## src/rtl/pq_sched_ctrl.sv

```systemverilog
`default_nettype none
// ============================================================================
// Module   : pq_sched_ctrl
// Purpose  : Timer-driven scheduler for the AnTiQ array priority queue.
//            Keeps a saturating time base, arbitrates client PUSH requests
//            round-robin (turning relative delays into absolute deadlines),
//            accepts DROP requests, and POPs the head cell once its deadline
//            is reached, presenting it on a valid/ready expired-cell port.
//            At most one queue op per issue slot; every op is followed by
//            one quiet cycle so the queue's head/count can settle.
// Ports    : clk_i, rst_i        - clock, synchronous active-high reset
//            tick_i              - advance time base by one
//            now_o, time_sat_o   - current time, sticky saturation flag
//            req_valid/ready/delta/id - per-client push handshake (packed)
//            drop_valid/ready/id - drop handshake
//            pq_push/pop/drop_o  - queue op strobes (mutually exclusive)
//            pq_cell_o           - {data, id} for push; id for drop
//            pq_head_i, pq_cnt_i - queue head cell and occupancy
//            exp_valid/ready/id/time - expired-cell output handshake
// Revision : 1.0 - initial release
// ============================================================================
module pq_sched_ctrl #(
  parameter int NUM_REQ     = 4,
  parameter int QUEUE_DEPTH = 16,
  parameter int TIME_WIDTH  = 24,
  parameter int CNT_WIDTH   = $clog2(QUEUE_DEPTH)
) (
  input  logic                            clk_i,
  input  logic                            rst_i,
  input  logic                            tick_i,
  output logic [TIME_WIDTH-1:0]           now_o,
  output logic                            time_sat_o,
  input  logic [NUM_REQ-1:0]              req_valid_i,
  output logic [NUM_REQ-1:0]              req_ready_o,
  input  logic [NUM_REQ*TIME_WIDTH-1:0]   req_delta_i,
  input  logic [NUM_REQ*TIME_WIDTH-1:0]   req_id_i,
  input  logic                            drop_valid_i,
  output logic                            drop_ready_o,
  input  logic [TIME_WIDTH-1:0]           drop_id_i,
  output logic                            pq_push_o,
  output logic                            pq_pop_o,
  output logic                            pq_drop_o,
  output logic [2*TIME_WIDTH-1:0]         pq_cell_o,
  input  logic [2*TIME_WIDTH-1:0]         pq_head_i,
  input  logic [CNT_WIDTH:0]              pq_cnt_i,
  output logic                            exp_valid_o,
  input  logic                            exp_ready_i,
  output logic [TIME_WIDTH-1:0]           exp_id_o,
  output logic [TIME_WIDTH-1:0]           exp_time_o
);

  localparam int                    RR_W     = (NUM_REQ > 1) ? $clog2(NUM_REQ) : 1;
  localparam logic [TIME_WIDTH-1:0] TIME_MAX = '1;
  localparam logic [CNT_WIDTH:0]    DEPTH    = (CNT_WIDTH+1)'(QUEUE_DEPTH);
  localparam logic [RR_W-1:0]       LAST_REQ = RR_W'(NUM_REQ - 1);

  typedef enum logic [0:0] {
    IDLE = 1'b0,
    WAIT = 1'b1
  } state_t;

  state_t                  state;
  logic [TIME_WIDTH-1:0]   now;
  logic                    time_sat;
  logic [RR_W-1:0]         rr_ptr;
  logic                    exp_valid;
  logic [TIME_WIDTH-1:0]   exp_id;
  logic [TIME_WIDTH-1:0]   exp_time;

  logic [TIME_WIDTH-1:0]   head_data;
  logic [TIME_WIDTH-1:0]   head_id;
  logic                    issue_ok;
  logic                    head_due;
  logic                    do_pop;
  logic                    do_drop;
  logic                    do_push;
  logic                    grant_found;
  logic [RR_W-1:0]         grant;
  logic [TIME_WIDTH-1:0]   grant_delta;
  logic [TIME_WIDTH-1:0]   grant_id;
  logic [TIME_WIDTH:0]     deadline_sum;
  logic [TIME_WIDTH-1:0]   deadline;

  assign head_data = pq_head_i[2*TIME_WIDTH-1:TIME_WIDTH];
  assign head_id   = pq_head_i[TIME_WIDTH-1:0];

  // Ops only issue from IDLE; reset also silences the strobes so the queue
  // sees nothing while both blocks are being cleared.
  assign issue_ok = (state == IDLE) && !rst_i;
  assign head_due = (pq_cnt_i != '0) && (head_data <= now);

  assign do_pop  = issue_ok && head_due && (!exp_valid || exp_ready_i);
  assign do_drop = issue_ok && !do_pop && drop_valid_i;
  assign do_push = issue_ok && !do_pop && !drop_valid_i && grant_found &&
                   (pq_cnt_i < DEPTH);

  // Round-robin search: first valid client at or after rr_ptr, wrapping.
  always_comb begin : p_grant
    int              idx;
    logic [RR_W-1:0] sel;
    grant       = '0;
    grant_found = 1'b0;
    idx         = 0;
    sel         = '0;
    for (int k = 0; k < NUM_REQ; k++) begin
      idx = (int'(rr_ptr) + k) % NUM_REQ;
      sel = RR_W'(idx);
      if (!grant_found && req_valid_i[sel]) begin
        grant_found = 1'b1;
        grant       = sel;
      end
    end
  end

  always_comb begin : p_grant_fields
    grant_delta = '0;
    grant_id    = '0;
    req_ready_o = '0;
    for (int k = 0; k < NUM_REQ; k++) begin
      if (RR_W'(k) == grant) begin
        grant_delta    = req_delta_i[k*TIME_WIDTH +: TIME_WIDTH];
        grant_id       = req_id_i[k*TIME_WIDTH +: TIME_WIDTH];
        req_ready_o[k] = do_push;
      end
    end
  end

  // One extra sum bit catches overflow; overflowing deadlines clamp to max.
  assign deadline_sum = {1'b0, now} + {1'b0, grant_delta};
  assign deadline     = deadline_sum[TIME_WIDTH] ? TIME_MAX
                                                 : deadline_sum[TIME_WIDTH-1:0];

  always_comb begin : p_cell
    pq_cell_o = '0;
    if (do_push) begin
      pq_cell_o = {deadline, grant_id};
    end else if (do_drop) begin
      pq_cell_o = {{TIME_WIDTH{1'b0}}, drop_id_i};
    end
  end

  always_ff @(posedge clk_i) begin
    if (rst_i) begin
      state     <= IDLE;
      now       <= '0;
      time_sat  <= 1'b0;
      rr_ptr    <= '0;
      exp_valid <= 1'b0;
      exp_id    <= '0;
      exp_time  <= '0;
    end else begin
      // Saturating time base; the flag rises together with now reaching max.
      if (tick_i && (now != TIME_MAX)) begin
        now <= now + 1'b1;
        if (now == TIME_MAX - 1'b1) begin
          time_sat <= 1'b1;
        end
      end

      case (state)
        IDLE: begin
          if (do_pop || do_drop || do_push) begin
            state <= WAIT;
          end
        end
        WAIT:    state <= IDLE;
        default: state <= IDLE;
      endcase

      if (do_push) begin
        rr_ptr <= (grant == LAST_REQ) ? '0 : grant + 1'b1;
      end

      // A pop in the consume cycle reloads rather than clears.
      if (do_pop) begin
        exp_valid <= 1'b1;
        exp_id    <= head_id;
        exp_time  <= head_data;
      end else if (exp_valid && exp_ready_i) begin
        exp_valid <= 1'b0;
      end
    end
  end

  assign now_o        = now;
  assign time_sat_o   = time_sat;
  assign drop_ready_o = do_drop;
  assign pq_push_o    = do_push;
  assign pq_pop_o     = do_pop;
  assign pq_drop_o    = do_drop;
  assign exp_valid_o  = exp_valid;
  assign exp_id_o     = exp_id;
  assign exp_time_o   = exp_time;

endmodule
`default_nettype wire

```

## config.mk

```make
export PLATFORM = sky130hd
export DESIGN_NAME = pq_sched_ctrl
export DESIGN_NICKNAME = d
export VERILOG_FILES = /design/src/rtl/pq_sched_ctrl.sv
export SDC_FILE = /design/constraint.sdc
export NUM_CORES = 1
export LEC_CHECK = 0
export ABC_AREA = 1
export CAP_MARGIN = 20
export CORE_AREA = 2 2 159 161
export CTS_BUF_LIST = sky130_fd_sc_hd__clkbuf_4 sky130_fd_sc_hd__clkbuf_8 sky130_fd_sc_hd__clkbuf_16
export CTS_CLUSTER_DIAMETER = 80
export CTS_CLUSTER_SIZE = 24
export DETAILED_ROUTE_END_ITERATION = 10
export DIE_AREA = 0 0 161 163
export GPL_ROUTABILITY_DRIVEN = 0
export SLEW_MARGIN = 20
export SYNTH_ARGS = -nofsm -noshare
export SYNTH_HDL_FRONTEND = slang
export SYNTH_SLANG_ARGS = --single-unit
```

## constraint.sdc

```tcl
create_clock -name clk_i -period 7 [get_ports clk_i]
set_input_delay 0.7 -clock clk_i [delete_from_list [all_inputs] [get_ports clk_i]]
set_output_delay 0.7 -clock clk_i [all_outputs]
set_load 0.01 [all_outputs]
```

==> run metrics <==
Clk pin slew, worst setup/hold paths 0.06 ns; Net count, final 1911; crit path kind in -> out; via count 9608; RSZ-0062 raised after global routing no; Num CTS Buffers 9; initial antenna violation count 12; die height 163 µm; first-pass GRT wire length 52400 µm; Worst setup startpoint req_valid_i[1]; Ports 408; 1st-iter DRT viols 885; P_sw 0.815 mW; Async S/R FF share, synth 0; Synth Area in Adders 0.0956; CTS root buf clkbuf_16; Final Max Slew Viols 0; clk sinks 77; Residual DRC 0; family with the most delay on the worst path compound AO/OA/AOI/OAI gates; CP peak stage delay 0.59 ns; Syn Inst Count 1207; Final Setup Violations 0; outcome finished, final reports clean; CP required 6.30 ns; Synth Area in Simple Gates 0.316; distinct cell type count after synthesis 40; Skew-Pair Late Insertion Delay 0.33 ns; Sum Neg Setup Slack 0 ns; hpwl dp 29600 µm; Fillers 2581; Comb power frac 0.522; worst-path maximum fanout 19; die area 26200 µm²; max-cap violation count 0; hold_buf cts 0; critical path arrival 5.67 ns; WL final 36200 µm; Crit-path slowest cell clkdlybuf4s50_1; multiplexer share of the synthesized area 0; most common cell after layout, fill and taps aside clkdlybuf4s50_1; final worst slack 0.626 ns; Buffers on Ports 407; Seq pwr share 0.221; pre-CTS worst setup slack 0.549 ns; Fmax 0.157 GHz; Power Density 175 nW/µm²; Core Area 24700 µm²; first drt pass iteration count 6; Lkg Pwr 4.72 nW; largest family of logic cells by synthesized area simple AND/OR/NAND/NOR gates; H-tree levels 3; post-synthesis net count 1540; HP Class reg -> reg; Final Hold Slack 0.454 ns; Slew headroom 0.466; post-synthesis compound-gate area fraction 0.241; Worst Path Buf+Inv 5; Hold Fails Final Rpt 0; Post-Syn Area 7280 µm²; XOR/XNOR Fraction of Synth Area 0.0444; gr ovfl total 0; final worst path period share 0.911; maximum VDD drop 0.119 mV; fin crit period 6.37 ns; clock group share of total power 0.256; WL/cell 18.8 µm; CTS max path bufs 2; Internal 1.28 mW; worst hold path startpoint time_sat_o$_SDFFE_PP0P_; post-layout util 0.485; Post-Layout Cell Count 1925; Die X 161 µm; Synth Warn # 0; placed cell count 1894; number of nets still failing antenna checks after routing 0; mean area per synthesized cell 6.03 µm²; Final Skew 0.00680 ns; number of global-route vias before repair 8954; all-layer global routing usage 0.261; top_reg_cell synth dfxtp_1; Seq cells post-synth 77; Starting Density 0.295; crit path cell chain clkdlybuf4s50_1 > nand2_1 > o21ai_0 > nand2_1 > nand2_1 > nor4_1 > nand2_1 > o21a_1 > inv_1 > ha_2 > buf_4 > a22oi_1 > nand2_1 > o21ai_0 > a21oi_1 > ha_1 > a21oi_1 > inv_1 > a21oi_1 > o21ai_0 > a21oi_1 > xor2_1 > a21oi_1 > clkdlybuf4s50_1; FF-to-FF Start now_o[19]$_SDFFE_PP0P_; share of layout cells above drive strength 1 0.0347; # rows 58; largest net degree at the start of global routing 71; Worst setup EP type primary output; Layout area overhead 64.4%; Post-synth EDFFs 0; Seq/Total Area, Yosys 0.212; Switching Fraction 0.389; TritonCTS clock tree done; Tightest Pin Transition 0.801 ns; most frequent cells in the layout 406 x clkdlybuf4s50_1, 393 x nand2_1, 154 x a21oi_1; FF-to-FF setup slack 3.78 ns; Via density 4.99; crit start category primary input
per-layer routing:
metal / up-vias / wire [µm] / global-route usage
li1: 4786 / - / -
met2: 397 / 18200 / 0.478
met4: 0 / 1230 / 0.108
met1: 4365 / 14600 / 0.302
met3: 60 / 2170 / 0.0415
met5: - / 0 / 0
area by class of cell:
type	instances	area [µm²]	area share
diodes	12	30.0	0.00251
clock buffers	10	233	0.0195
clock inverters	6	111	0.00931
inverters	90	340	0.0284
multi-input cells	976	5090	0.425
flip-flops and latches	77	1540	0.129
well taps	330	413	0.0345
repair buffers	424	4210	0.352
power by group through the flow:
stage,combinational (mW),sequential [mW],clock (mW)
4_1_cts,1.08,0.464,0.553
3_5_place_dp,1.07,0.474,0
2_1_floorplan,0.613,0.477,0
3_3_place_gp,1.07,0.473,0
6_report,1.09,0.464,0.537
5_1_grt,1.20,0.466,0.567
synth_stat cells (2+ instances only):
cell	n	area, µm²
nand2_1	393	1480
a21oi_1	154	771
nor2_1	109	409
o21ai_0	98	490
inv_1	82	308
dfxtp_1	77	1540
ha_1	54	676
clkbuf_1	35	131
a22oi_1	25	188
a221oi_1	24	210
nand3_1	24	120
xor2_1	24	210
buf_2	16	80.1
nand4_1	16	100
nor3_1	12	60.1
xnor2_1	11	96.3
nor4_1	7	43.8
buf_6	6	67.6
inv_2	6	22.5
a21o_1	4	30.0
buf_4	4	30.0
buf_1	3	11.3
o21a_1	3	22.5
nand2_2	2	12.5
nand3_4	2	35.0
or2_2	2	12.5
per-stage QoR:
step | instance area [µm²] | total power [mW]
finish | 12000 | 2.10
global placement | 11600 | 1.54
CTS | 11900 | 2.09
global route | 12000 | 2.23
detailed placement | 11600 | 1.54
floorplan | 7280 | 1.09
worst min-delay path: cells and delay by family (launching register included):
kind | cells | cell delay [ns]
buf+inv | 1 | 0.05
compound gates | 1 | 0.05
flops | 1 | 0.31
kinds of logic after synthesis:
logic type,Yosys count
AND/OR/NAND/NOR,571
adder cells (fa/ha/maj),55
flip-flops,77
AO/OA/AOI/OAI,314
XOR/XNOR,36
buffers and inverters,154
state kept, by name, indices dropped and copies added (netlist names):
| register | cells |
|---|---|
| exp_id_o | 24 |
| exp_time_o | 24 |
| exp_valid_o | 1 |
| now_o | 24 |
| rr_ptr | 2 |
| state | 1 |
| time_sat_o | 1 |
timing repair:
action,in CTS,in global routing
endpoints found under the hold margin,0,0
setup buffers,0,3
gates resized for setup,0,0
setup endpoints to repair,0,3
worst paths after layout:
path / end / depth (start not counted)
setup / recovery: pq_cell_o[38] / 24
hold / removal: time_sat_o$_SDFFE_PP0P_ / 2
hold reg to reg: time_sat_o$_SDFFE_PP0P_ / 2
setup reg to reg: exp_time_o[21]$_SDFFE_PP0P_ / 15
No activity file was read; power rests on OpenSTA's default activity.
